[src/rtl/tdm_demux_if.sv]
// tdm_demux_if: shared TDM bus input and demultiplexed channel outputs
interface tdm_demux_if #(parameter int W = 4);
  logic         in_valid;
  logic         in_sof;
  logic [W-1:0] in_data;
  logic [W-1:0] out1;
  logic [W-1:0] out2;
  logic [W-1:0] out3;
  logic [W-1:0] out4;
  logic         out_valid;
  logic [1:0]   slot;
  logic         frame_err;
  logic [7:0]   frame_cnt;
  modport master (
    output in_valid, in_sof, in_data,
    input  out1, out2, out3, out4, out_valid, slot, frame_err, frame_cnt
  );
  modport slave (
    input  in_valid, in_sof, in_data,
    output out1, out2, out3, out4, out_valid, slot, frame_err, frame_cnt
  );
endinterface

[src/rtl/tdm_demux.sv]
// tdm_demux: 1:4 nibble TDM receiver with SOF sync, frame-valid pulse and broken-frame detection
module tdm_demux #(
  parameter int W       = 4,
  parameter int TIMEOUT = 15
) (
  input logic       clk,
  input logic       rst,
  tdm_demux_if.slave bus
);
  localparam int IW = (TIMEOUT > 0) ? $clog2(TIMEOUT + 1) : 1;
  typedef enum logic {IDLE, COLLECT} state_t;
  state_t        state;
  logic [W-1:0]  s0, s1, s2;
  logic [IW-1:0] idle_cnt;
  // the T-th consecutive idle cycle is the one that finds the counter at T-1
  wire timed_out = (TIMEOUT != 0) && (idle_cnt == IW'(TIMEOUT - 1));
  always_ff @(posedge clk) begin
    bus.out_valid <= 1'b0;
    bus.frame_err <= 1'b0;
    if (rst) begin
      state         <= IDLE;
      bus.slot      <= 2'd0;
      bus.out1      <= '0;
      bus.out2      <= '0;
      bus.out3      <= '0;
      bus.out4      <= '0;
      bus.frame_cnt <= 8'd0;
      s0            <= '0;
      s1            <= '0;
      s2            <= '0;
      idle_cnt      <= '0;
    end else if (bus.in_valid) begin
      idle_cnt <= '0;
      if (bus.in_sof) begin
        bus.frame_err <= (state == COLLECT);
        s0            <= bus.in_data;
        bus.slot      <= 2'd1;
        state         <= COLLECT;
      end else if (state == COLLECT) begin
        if (bus.slot == 2'd3) begin
          bus.out1      <= s0;
          bus.out2      <= s1;
          bus.out3      <= s2;
          bus.out4      <= bus.in_data;
          bus.out_valid <= 1'b1;
          bus.frame_cnt <= bus.frame_cnt + 8'd1;
          bus.slot      <= 2'd0;
          state         <= IDLE;
        end else begin
          s1       <= (bus.slot == 2'd1) ? bus.in_data : s1;
          s2       <= (bus.slot == 2'd2) ? bus.in_data : s2;
          bus.slot <= bus.slot + 2'd1;
        end
      end
    end else if (state == COLLECT) begin
      if (timed_out) begin
        bus.frame_err <= 1'b1;
        bus.slot      <= 2'd0;
        idle_cnt      <= '0;
        state         <= IDLE;
      end else begin
        idle_cnt <= idle_cnt + 1'b1;
      end
    end
  end
endmodule

[src/flat_wrapper.sv]
// flat-port wrapper written by rule: the top's interface ports become plain ports
module tdm_demux_flat 
#(
  parameter int W       = 4,
  parameter int TIMEOUT = 15
)
  (clk, rst, bus_in_valid, bus_in_sof, bus_in_data, bus_out1, bus_out2, bus_out3, bus_out4, bus_out_valid, bus_slot, bus_frame_err, bus_frame_cnt);
  tdm_demux_if #(.W(W)) bus_i ();
  input logic clk;
  input logic rst;
  input wire logic [$bits(bus_i.in_valid)-1:0] bus_in_valid;
  input wire logic [$bits(bus_i.in_sof)-1:0] bus_in_sof;
  input wire logic [$bits(bus_i.in_data)-1:0] bus_in_data;
  output wire logic [$bits(bus_i.out1)-1:0] bus_out1;
  output wire logic [$bits(bus_i.out2)-1:0] bus_out2;
  output wire logic [$bits(bus_i.out3)-1:0] bus_out3;
  output wire logic [$bits(bus_i.out4)-1:0] bus_out4;
  output wire logic [$bits(bus_i.out_valid)-1:0] bus_out_valid;
  output wire logic [$bits(bus_i.slot)-1:0] bus_slot;
  output wire logic [$bits(bus_i.frame_err)-1:0] bus_frame_err;
  output wire logic [$bits(bus_i.frame_cnt)-1:0] bus_frame_cnt;
  assign bus_i.in_valid = bus_in_valid;
  assign bus_i.in_sof = bus_in_sof;
  assign bus_i.in_data = bus_in_data;
  assign bus_out1 = bus_i.out1;
  assign bus_out2 = bus_i.out2;
  assign bus_out3 = bus_i.out3;
  assign bus_out4 = bus_i.out4;
  assign bus_out_valid = bus_i.out_valid;
  assign bus_slot = bus_i.slot;
  assign bus_frame_err = bus_i.frame_err;
  assign bus_frame_cnt = bus_i.frame_cnt;
  tdm_demux #(.W(W), .TIMEOUT(TIMEOUT)) u_core (.clk(clk), .rst(rst), .bus(bus_i));
endmodule
[config.mk]
export PLATFORM = sky130hd
export DESIGN_NAME = tdm_demux_flat
export DESIGN_NICKNAME = d
export VERILOG_FILES = /design/src/rtl/tdm_demux_if.sv /design/src/rtl/tdm_demux.sv /design/src/flat_wrapper.sv
export SDC_FILE = /design/constraint.sdc
export NUM_CORES = 1
export LEC_CHECK = 0
export ABC_AREA = 1
export CAP_MARGIN = 30
export CORE_UTILIZATION = 50
export DETAILED_ROUTE_END_ITERATION = 12
export HOLD_SLACK_MARGIN = 0.02
export PLACE_DENSITY = 0.78
export SLEW_MARGIN = 20
export SYNTH_ARGS = -nofsm -noshare
export SYNTH_HDL_FRONTEND = slang
export SYNTH_SLANG_ARGS = --single-unit
export TNS_END_PERCENT = 20
[constraint.sdc]
create_clock -name clk -period 1.63 [get_ports clk]
set_clock_uncertainty 0.2 [all_clocks]
set_input_delay 0.163 -clock clk [delete_from_list [all_inputs] [get_ports clk]]
set_output_delay 0.163 -clock clk [all_outputs]
set_load 0.05 [all_outputs]
Yosys cells after proc, flatten, opt, wreduce, memory -nomap -nowiden. Index checks and enable logic that the tools add are counted.

Register bits after elaboration: 45. Input bits: 8. Output and inout port bits: 28.

Add/sub/neg operators: 3. Equality and inequality tests: 4. Multiplexer cells: 18. Bitwise operators: 4. Reductions and logical operators: 10.

Operator list (number): 2-to-1 mux 2 bit (6); 2-to-1 mux 1 bit (11); AND reduction 5 bit (2); adder 8 x 1 -> 8 bit, second input constant (1); nonzero test 2 bit (3); adder 4 x 1 -> 4 bit, second input constant (1); equality test 2 bit, second input constant (2); equality test 4 bit, second input constant (1); 2-to-1 mux 4 bit (1); NOT 1 bit (4); AND reduction 4 bit (1); OR reduction 4 bit (1); AND reduction 3 bit (1); adder 2 x 1 -> 2 bit, second input constant (1); equality test 2 x 1 -> 1 bit, second input constant (1); AND reduction 2 bit (1); OR reduction 2 bit (1).

Longest topological paths before layout. Gate-level depths: netlist (run 1).

Depth in word-level cells: 5. Depth in mapped cells: 8.

Worst setup path before layout (run 1). No wires, ideal clock.

Path type: register to register. Start: reg u_core.bus.slot[1]. End: reg u_core.bus.frame_cnt[6]. Library setup time: 0.114 ns. Arrival: 1.568 ns. Slack: -0.252 ns. Cell stages (with the launch flop): 8. Buffers on the path: 1. Clock period less this slack: 1.882 ns. Cells stage by stage: dfxtp_1 > ha_1 > nand2_1 > nor2_4 > buf_6 > nand4_1 > nor2_1 > nor2_1.

Word-level cells in the longest chain between the ends: 2.

RTL lines: start: declaration (RTL line tdm_demux_if.sv:20) `output out1, out2, out3, out4, out_valid, slot, frame_err, frame_cnt`; start signal: assignment (RTL line tdm_demux.sv:52) `bus.slot <= bus.slot + 2'd1;`; equality test 2 bit (RTL line tdm_demux.sv:40) `if (bus.slot == 2'd3) begin`; AND reduction 4 bit (no source line); end signal: assignment (RTL line tdm_demux.sv:46) `bus.frame_cnt <= bus.frame_cnt + 8'd1;`; end: declaration (RTL line tdm_demux_if.sv:20).

No other way between the ends. A chain may end at the register's enable or synchronous reset.

Worst setup path after layout (run 1).
Start: reg u_core.bus.slot[0]. End: reg u_core.bus.slot[1].

Word-level cells in the longest chain between the ends: 5.

RTL lines: adder 2 x 1 -> 2 bit / equality test 2 bit (equally long branches) (RTL line tdm_demux.sv:52, tdm_demux.sv:40); 2-to-1 mux 2 bit * (RTL line tdm_demux.sv:40); 2-to-1 mux 2 bit * (RTL line tdm_demux.sv:39) `end else if (state == COLLECT) begin`; 2-to-1 mux 2 bit * (RTL line tdm_demux.sv:34) `if (bus.in_sof) begin`; 2-to-1 mux 2 bit * (RTL line tdm_demux.sv:32) `end else if (bus.in_valid) begin`.

Mark *: on every way between the ends. The rest lies on a longest branch, timed or not. The select of a mux whose other input is x is not followed.

==> results of run 1 <==
-- path summary, 6_finish.rpt --
path,from,endpoint,cells past startpoint
max,u_core.bus.slot[0]$_SDFFE_PP0P_,u_core.bus.slot[1]$_SDFFE_PP0P_,6
min,bus_in_data[0],u_core.bus.out4[0]$_SDFFE_PP0P_,3
max reg2reg,u_core.bus.slot[0]$_SDFFE_PP0P_,u_core.bus.slot[1]$_SDFFE_PP0P_,6
min reg2reg,u_core.idle_cnt[3]$_SDFFE_PP0P_,u_core.idle_cnt[3]$_SDFFE_PP0P_,2
-- layer usage --
| layer | vias up | global-route usage [%] | part of all wire (%) |
|---|---|---|---|
| li1 | 886 | - | - |
| met1 | 768 | 27.8 | 48 |
| met2 | 37 | 33.3 | 46 |
| met3 | 8 | 5.29 | 4.0 |
| met4 | 0 | 9.59 | 1.6 |
| met5 | - | 0 | 0 |
-- power groups by stage --
stage	clock, mW	sequential [mW]	combinational [mW]
finish	0.531	1.12	0.141
global route	0.617	1.12	0.157
CTS	0.558	1.12	0.133
detailed placement	0	1.15	0.132
global placement	0	1.15	0.131
floorplan	0	1.15	0.0597
-- Yosys cell counts, types with 2 or more instances --
cell / number / area, µm²
inv_1: 25 / 93.8
clkbuf_1: 2 / 7.51
ha_1: 4 / 50.1
nand4_1: 4 / 25.0
buf_6: 3 / 33.8
a21oi_1: 8 / 40.0
dfxtp_1: 45 / 901
nor3_1: 2 / 10.0
nand2_1: 21 / 78.8
o21ai_0: 35 / 175
nor2_1: 78 / 293
nand3_1: 8 / 40.0
-- critical path, stage by stage (launching register included) --
cell	delay [ns]
dfxtp_4	0.38
buf_4	0.13
inv_1	0.05
ha_1	0.30
nor3_2	0.15
nand3_1	0.10
a21oi_1	0.16
-- cell type report --
class                   instances  area, µm²
clock buffers                   6       51.3
clock inverters                 1       6.26
fillers                       282        982
inverters                      26       97.6
multi-input cells             167        788
flip-flops and latches         45        910
well taps                      46       57.6
repair buffers                 54        523
-- stage by stage --
| step | worst slack, ns | utilization (%) | instances | total power, mW |
|---|---|---|---|---|
| floorplan | 0.0162 | - | 246 | 1.21 |
| global placement | -0.0532 | 68.2 | 334 | 1.28 |
| detailed placement | -0.0616 | 68.2 | 334 | 1.28 |
| CTS | 0.0116 | 69.9 | 341 | 1.81 |
| global route | 0.0265 | 71.2 | 345 | 1.90 |
| finish | 0.0862 | 71.2 | 345 | 1.79 |
-- cells by family after synthesis --
family	share of synthesized area [%]
AO/OA/AOI/OAI	12.5
adder cells (fa/ha/maj)	2.74
buffers and inverters	8.56
AND/OR/NAND/NOR	26.9
flip-flops	49.3
-- repair_timing --
| item | CTS | global route |
|---|---|---|
| buffers inserted | 0 | 4 |
| setup endpoints to repair | 0 | 27 |
| resized for setup | 0 | 4 |
==> key figures, run 1 <==
Global route
  – GR Util All Layers: between 20% and 30%
  – Grt ovf: 0
  – Global-route wire length before repair: 6710 µm
  – Largest net degree at the start of global routing: 22
  – Initial antenna violation count: 0
  – Vias in the first global route: 1,555

Timing
  – Fin crit share: between 90 and 100%
  – Final Slew Violations: 0
  – Setup violators final: 0
  – Worst Tran Pin Value: 0.323 ns
  – Final min period: 1.54 ns
  – Setup TNS: 0 ns
  – Worst Hold Slack: roughly 0.27 ns
  – Max Fclk: 648 MHz
  – RSZ-0062 raised after global routing: false
  – Final Hold Vio Count: 0
  – Worst rel slew slack: between 70% and 80%

Final layout
  – Area grow syn2layout: 33.1%
  – Largest reg by FF count: u_core.bus.frame_cnt
  – Commonest non-fill, non-tap cell in the layout: nor2_1
  – Ant. Diodes: 0
  – Design area: 0.00243 mm²
  – Max FFs per register: 8
  – Post-layout net count: 311
  – Most frequent cells in the layout: nor2_1 (78), dfxtp_1 (42), buf_4 (39)
  – Layout cells sized above 1: 21.4%

Drt
  – DR vias/cell: 4.92
  – Residual DRC count: 0
  – 1st-pass router iterations: 4
  – Initial drt markers: 89
  – ANT nets after route: 0
  – DR WL/cell: 10.9 µm
  – Final WL: 3770 µm
  – Routed via count: ~1,700

Power and ir drop
  – Seq pwr share: between 60% and 70%
  – LEAKAGE: around 1.1 nW
  – Logic gate share of total power: 7.8%
  – Clock power share: 29.6%
  – Maximum vdd drop: roughly 0.48 mV
  – Pint: 1.38 mW
  – Pwr dens: about 740 mW/mm²
  – Switching pwr: 415 µW
  – Sw Ratio: 23.1%

Yosys
  – Most used DFF post-synth: dfxtp_1
  – EDFF count, synth: 0
  – Sequential cell area fraction in the yosys report: approximately half
  – Post-synthesis cell count: 246
  – Netlist Area Pre-Place: 0.00183 mm²
  – Syn. warnings: 0
  – Cell variety after synth: 23
  – Syn Area/Cell: 7.43 µm²
  – Syn nets: 258
  – Ys async rst share: 0%
  – Flops & latches, synth: 45

Critical path
  – CP Class: register to register
  – Worst Path Max Fanout: 3
  – Worst R2R Setup Slack: 0.09 ns
  – Worst Setup Start Kind: register
  – CP required: between 1.5 and 2 ns
  – Crit. End Element: register
  – Worst EP arrival: 1.61 ns

Floorplanning
  – DIE WIDTH: 62.5 µm
  – Initial Util: 53.5%
  – Cell row count: 21
  – Ports: 36
  – Die Ht: 62.5 µm
  – Core Area: 0.00342 mm²
  – Die ar.: 0.00390 mm²

Placed design
  – PortBufs: 35
  – DPL Wire Length: 2710 µm
  – GPL Wtd Cong: 0.909
  – Area of placed instances: 0.00233 mm²

Clock network
  – H-tree Lvls: 2
  – Root Buffer: clkbuf_4
  – Max clock buf depth: 2
  – CTS Buf Count: 5
  – Clk slew on worst S/H paths: about 0.12 ns
  – Clk sinks: 45
  – CTS tree: built
  – Clock latency at the later pin of the worst-skew pair: 0.35 ns
  – Hold_buf cts: 0

Flow run
  – MaxCap Viol Count: 0

Status
  – Status: completed

Worst hold path
  – Hold Path Class: input pin to register
No activity file was read; power rests on OpenSTA's default activity.
==> inputs of run 2 (changes only) <==
CORE_ASPECT_RATIO = 0.75   (was unset)
HOLD_SLACK_MARGIN = 0.05   (was 0.02)
REMOVE_ABC_BUFFERS = 1   (was unset)
==> run 2 against run 1 <==
Die area hardly changed. Combinational power about the same. Sequential power hardly changed. Critical endpoint unchanged. Largest power group unchanged.
==> key figures, run 2 (synthesized netlist as in run 1, its figures left out) <==
Status
  – Status: completed

Placed design
  – DPL Wire Length: roughly 2800 µm
  – Area of placed instances: 0.00233 mm²
  – DP Worst Slack: -0.0659 ns
  – GPL Wtd Cong: approximately 0.9
  – PortBufs: 35

Timing
  – Final Slew Violations: 0
  – Worst Tran Pin Value: 0.357 ns
  – Max Fclk: 640 MHz
  – Worst rel slew slack: 76.2%
  – Final worst slack: 0.0674 ns
  – Setup TNS: 0 ns
  – Final Hold Vio Count: 0
  – Fin crit share: 95.9%
  – Setup violators final: 0
  – Final min period: 1.56 ns

Critical path
  – CP max stage cell: dfxtp_2
  – Worst R2R Setup Slack: 0.07 ns
  – Crit path largest cell delay: 0.35 ns
  – Worst EP arrival: approximately 1.6 ns
  – Worst Setup Start Kind: register
  – CP required: 1.66 ns
  – R2r startpoint: u_core.bus.slot[0]$_SDFFE_PP0P_
  – Critical path cell sequence: buf_4, inv_1, ha_1, nor3_1, nand3_1, a21oi_2
  – CP Class: register to register
  – Crit. Startpoint: u_core.bus.slot[0]$_SDFFE_PP0P_
  – Worst Path Max Fanout: 4
  – CP endpoint: u_core.bus.slot[1]$_SDFFE_PP0P_
  – R2R cell count: 6
  – Crit. End Element: register
  – R2r endpoint: u_core.bus.slot[1]$_SDFFE_PP0P_

Worst hold path
  – Hold Path Class: register to register

Final layout
  – Layout fillers: 261
  – Area grow syn2layout: 35.3%
  – Post-layout net count: 307
  – Commonest non-fill, non-tap cell in the layout: nor2_1
  – Design area: roughly 0.0025 mm²
  – Multi-input gate area: between 800 and 900 µm²
  – Max FFs per register: 8
  – Largest reg by FF count: u_core.bus.frame_cnt
  – Ant. Diodes: 0
  – Most frequent cells in the layout: nor2_1 (78), dfxtp_1 (43), o21ai_0 (33), buf_4 (33), inv_1 (25)
  – Sequential Area: 903 µm²
  – Layout cells sized above 1: 20.9%

Power and ir drop
  – LEAKAGE: 1.14 nW
  – Maximum vdd drop: roughly 0.66 mV
  – Pwr dens: 810 mW/mm²

Global route
  – Grt ovf: 0
  – Global-route wire length before repair: 6350 µm
  – Vias in the first global route: 1,448
  – GR Util All Layers: 21.9%
  – Largest net degree at the start of global routing: 23
  – Initial antenna violation count: 0

Floorplanning
  – Initial Util: a little over half
  – Cell row count: 18
  – Die ar.: 0.00390 mm²
  – Ports: 36
  – Core Area: roughly 0.0034 mm²
  – Die Ht: around 54 µm
  – DIE WIDTH: between 70 and 80 µm

Clock network
  – H-tree Lvls: 2
  – Max clock buf depth: 2
  – Clk sinks: 45
  – Clk slew on worst S/H paths: ~0.080 ns
  – Clock latency at the later pin of the worst-skew pair: 0.29 ns
  – Root Buffer: clkbuf_8
  – CTS tree: built
  – CTS Buf Count: 5
  – Hold_buf cts: 0

Drt
  – DR WL/cell: 11.9 µm
  – Initial drt markers: 154
  – ANT nets after route: 0
  – Final WL: 4000 µm
  – Residual DRC count: 0
  – Routed via count: approximately 1,700
  – DR vias/cell: 4.97
  – 1st-pass router iterations: 4

Flow run
  – MaxCap Viol Count: 0
## run 2: cell types whose count changed in the layout (fill, tap and decap cells not counted), moves of 2 or more
cell      change
buf_12        +2
clkbuf_4      -5
clkbuf_8      +6
dfxtp_4       -2
buf_4         -6
## run 2: worst min-delay path by stage
stage	startpoint	end	slack [ns]	depth (start not counted)
after floorplan	rst	u_core.bus.slot[1]$_SDFFE_PP0P_	0.03	1
after global placement	u_core.idle_cnt[3]$_SDFFE_PP0P_	u_core.idle_cnt[3]$_SDFFE_PP0P_	0.26	2
after detailed placement	u_core.idle_cnt[3]$_SDFFE_PP0P_	u_core.idle_cnt[3]$_SDFFE_PP0P_	0.27	2
after CTS	bus_in_sof	u_core.bus.frame_err$_SDFF_PP0_	0.28	3
after global routing	u_core.s2[2]$_SDFFE_PP0P_	u_core.bus.out3[2]$_SDFFE_PP0P_	0.31	2
final	u_core.idle_cnt[3]$_SDFFE_PP0P_	u_core.idle_cnt[3]$_SDFFE_PP0P_	0.29	2
## run 2: final cells by class
cell class                 instances  area share (%)
sequential                        45            36.5
multi-input combinational        167            32.4
timing repair buffer              50            20.9
inverter                          26            4.05
clock buffer                       7            3.89
tap                               40            2.02
clock inverter                     1           0.202
## run 2: worst max-delay path, delay by kind of cell, from the launching register on
family          cells  cell delay [ns]
flops               1             0.35
fa+ha+maj           1             0.30
simple gates        2             0.29
buf+inv             2             0.22
compound gates      1             0.14
## run 2: power by group
group / internal (mW) / leakage [nW] / switching (mW)
Clock: 0.383 / 0.0542 / 0.359
Sequential: 1.11 / 0.365 / 0.00892
Combinational: 0.0608 / 0.719 / 0.0799
## run 2: stage by stage
step                      total power [mW]  utilization (%)  hold slack, ns  std cells
after floorplan                       1.21                -          0.0321        238
after global placement                1.28             69.0           0.262        327
after detailed placement              1.28             69.0           0.268        327
after CTS                             2.01             72.0           0.283        335
after global routing                  2.08             73.2           0.312        336
final                                 2.00             73.2           0.285        336
## run 2: repair_timing
item	4_1_cts	5_1_grt
endpoints found under the setup margin	0	6
buffers inserted	0	1
gates resized for setup	0	12
## run 2: metal layers
layer	vias up	wire, µm	GRT usage (%)
met2	45	1710	32.4
met5	-	0	0
met4	0	57	9.80
met3	7	195	5.16
li1	876	-	-
met1	742	2040	30.6
==> inputs of run 3 (changes only) <==
CORE_ASPECT_RATIO = unset   (was 0.75)
==> run 3 against run 2 <==
Non-clock buffer count stayed put. Highest routed layer unchanged. Worst hold slack worse by 0.073 ns. Critical path depth is 2 higher. Sequential share of layout area is 0.70 points higher. Critical endpoint is now u_core.bus.frame_cnt[5]$_SDFFE_PP0P_. Worst setup slack worse by 0.0017 ns. Largest power group unchanged. Die area hardly changed. Combinational power hardly changed.
==> key figures, run 3 (synthesized netlist as in run 1, its figures left out) <==
Drt
  – Initial drt markers: 74
  – 1st-pass router iterations: 4
  – Routed via count: 1,694
  – Residual DRC count: 0
  – Final WL: 3700 µm
  – ANT nets after route: 0
  – DR vias/cell: 4.95
  – DR WL/cell: around 11 µm

Floorplanning
  – DIE WIDTH: 62.5 µm
  – Initial Util: between 50 and 60%
  – Ports: 36
  – Die ar.: 0.00390 mm²
  – Die Ht: 62.5 µm
  – Core Area: 0.00342 mm²
  – Cell row count: 21

Critical path
  – Worst EP arrival: 1.67 ns
  – CP required: 1.73 ns
  – R2r startpoint: u_core.bus.slot[0]$_SDFFE_PP0P_
  – Crit. End Element: register
  – Worst R2R Setup Slack: 0.07 ns
  – CP Class: register to register
  – Worst Path Max Fanout: 9
  – Worst Setup Start Kind: register
  – R2R cell count: 8
  – R2r endpoint: u_core.bus.frame_cnt[5]$_SDFFE_PP0P_

Placed design
  – Inst Count DP: 331
  – GPL Wtd Cong: 0.850
  – DPL Wire Length: 2640 µm
  – PortBufs: 35

Final layout
  – Largest reg by FF count: u_core.bus.frame_cnt
  – Sequential Area: approximately 900 µm²
  – Post-layout instance count excluding filler cells: about 340
  – Area grow syn2layout: 32.8%
  – Post-layout net count: 307
  – Layout fillers: around 270
  – Ant. Diodes: 0
  – Layout cells sized above 1: 19.6%
  – Max FFs per register: 8
  – Final core utilization: approximately 71%
  – Multi-input gate area: 771 µm²
  – Commonest non-fill, non-tap cell in the layout: nor2_1
  – Most frequent cells in the layout: nor2_1 (78), dfxtp_1 (43), buf_4 (35)

Power and ir drop
  – Maximum vdd drop: 0.652 mV
  – Pwr dens: just under 900 mW/mm²
  – Sw Ratio: 21.1%
  – Switching pwr: 443 µW
  – Pint: 1.65 mW
  – Seq pwr share: 53.5%
  – LEAKAGE: 1.13 nW
  – Clock power share: 39.6%
  – Logic gate share of total power: 6.9%

Timing
  – Max Fclk: between 600 and 700 MHz
  – RSZ-0062 raised after global routing: false
  – Setup violators final: 0
  – Final Hold Vio Count: 0
  – Worst Tran Pin Value: 0.326 ns
  – Final Slew Violations: 0
  – Fin crit share: a little over nine tenths
  – Worst rel slew slack: 78.2%
  – Final min period: 1.56 ns

Global route
  – Initial antenna violation count: 0
  – GR Util All Layers: 20.8%
  – Largest net degree at the start of global routing: 23
  – Vias in the first global route: between 1,000 and 1,500
  – Global-route wire length before repair: 6350 µm
  – Grt ovf: 0

Clock network
  – CTS Buf Count: 5
  – Clk sinks: 45
  – Max clock buf depth: 2
  – Hold_buf cts: 0
  – Root Buffer: clkbuf_4
  – Clock latency at the later pin of the worst-skew pair: 0.35 ns
  – Clk slew on worst S/H paths: 0.12 ns
  – CTS tree: built
  – H-tree Lvls: 2

Status
  – Status: completed

Worst hold path
  – Hold EP: u_core.bus.frame_err$_SDFF_PP0_
  – Hold_sp: bus_in_sof
  – Hold Crit Depth: 3
  – Hold Path Class: input pin to register

Flow run
  – MaxCap Viol Count: 0
## run 3: cell count changes in the layout (fill, tap and decap cells not counted), sizes merged
cell    before  now
clkbuf       7    5
bufinv       0    2
## run 3: layer usage
metal | share of wire (%) | GRT usage, % | vias to the layer above
met5 | 0 | 0 | -
met4 | 1.5 | 7.85 | 0
met3 | 5.2 | 6.75 | 6
met2 | 47 | 33.4 | 42
met1 | 46 | 25.7 | 764
li1 | - | - | 882
## run 3: worst max path at each step
| stage | start | endpoint | depth (start not counted) |
|---|---|---|---|
| 2_1_floorplan | u_core.bus.slot[1]$_SDFFE_PP0P_ | u_core.bus.frame_cnt[2]$_SDFFE_PP0P_ | 7 |
| 4_1_cts | u_core.bus.slot[0]$_SDFFE_PP0P_ | u_core.bus.frame_cnt[2]$_SDFFE_PP0P_ | 7 |
| 5_1_grt | u_core.bus.slot[0]$_SDFFE_PP0P_ | u_core.bus.frame_cnt[7]$_SDFFE_PP0P_ | 8 |
| 6_report | u_core.bus.slot[0]$_SDFFE_PP0P_ | u_core.bus.frame_cnt[5]$_SDFFE_PP0P_ | 8 |
| 3_3_place_gp | bus_in_sof | u_core.bus.frame_cnt[2]$_SDFFE_PP0P_ | 8 |
| 3_5_place_dp | bus_in_sof | u_core.bus.frame_cnt[2]$_SDFFE_PP0P_ | 8 |
## run 3: per-stage QoR
step | total power [mW] | setup WS (ns) | hold slack (ns) | setup TNS [ns] | cell area [µm²]
after CTS | 2.11 | 0.0442 | 0.196 | 0 | 2400
after global routing | 2.19 | 0.000122 | 0.195 | 0 | 2430
after global placement | 1.28 | -0.00817 | 0.260 | -0.0111 | 2300
after floorplan | 1.21 | -0.458 | 0.0321 | -8.85 | 1770
final | 2.10 | 0.0657 | 0.212 | 0 | 2430
after detailed placement | 1.28 | -0.0503 | 0.257 | -0.121 | 2300
## run 3: what timing repair did
item,4_1_cts,5_1_grt
gates resized for setup,1,6
setup buffers,0,3
hold endpoints to repair,0,0
endpoints found under the setup margin,2,4
pin swaps,0,1
## run 3: power by group through the flow
stage | sequential [mW] | clock (mW) | combinational (mW)
2_1_floorplan | 1.16 | 0 | 0.0518
3_3_place_gp | 1.15 | 0 | 0.132
3_5_place_dp | 1.15 | 0 | 0.135
4_1_cts | 1.12 | 0.854 | 0.136
5_1_grt | 1.12 | 0.906 | 0.159
6_report | 1.12 | 0.831 | 0.144
## run 3: worst max-delay path: stages (launching register included)
cell,delay (ns)
dfxtp_2,0.36
ha_1,0.19
nand2_1,0.10
nor2_4,0.19
buf_12,0.14
nand3_2,0.08
o21ai_1,0.14
inv_1,0.05
nor2_1,0.07
## run 3: layout make-up
| class | count | area share, % |
|---|---|---|
| clock buffers | 5 | 1.55 |
| well taps | 46 | 2.37 |
| multi-input cells | 167 | 31.8 |
| flip-flops and latches | 45 | 37.2 |
| inverters | 26 | 4.12 |
| clock inverters | 3 | 2.68 |
| repair buffers | 50 | 20.3 |
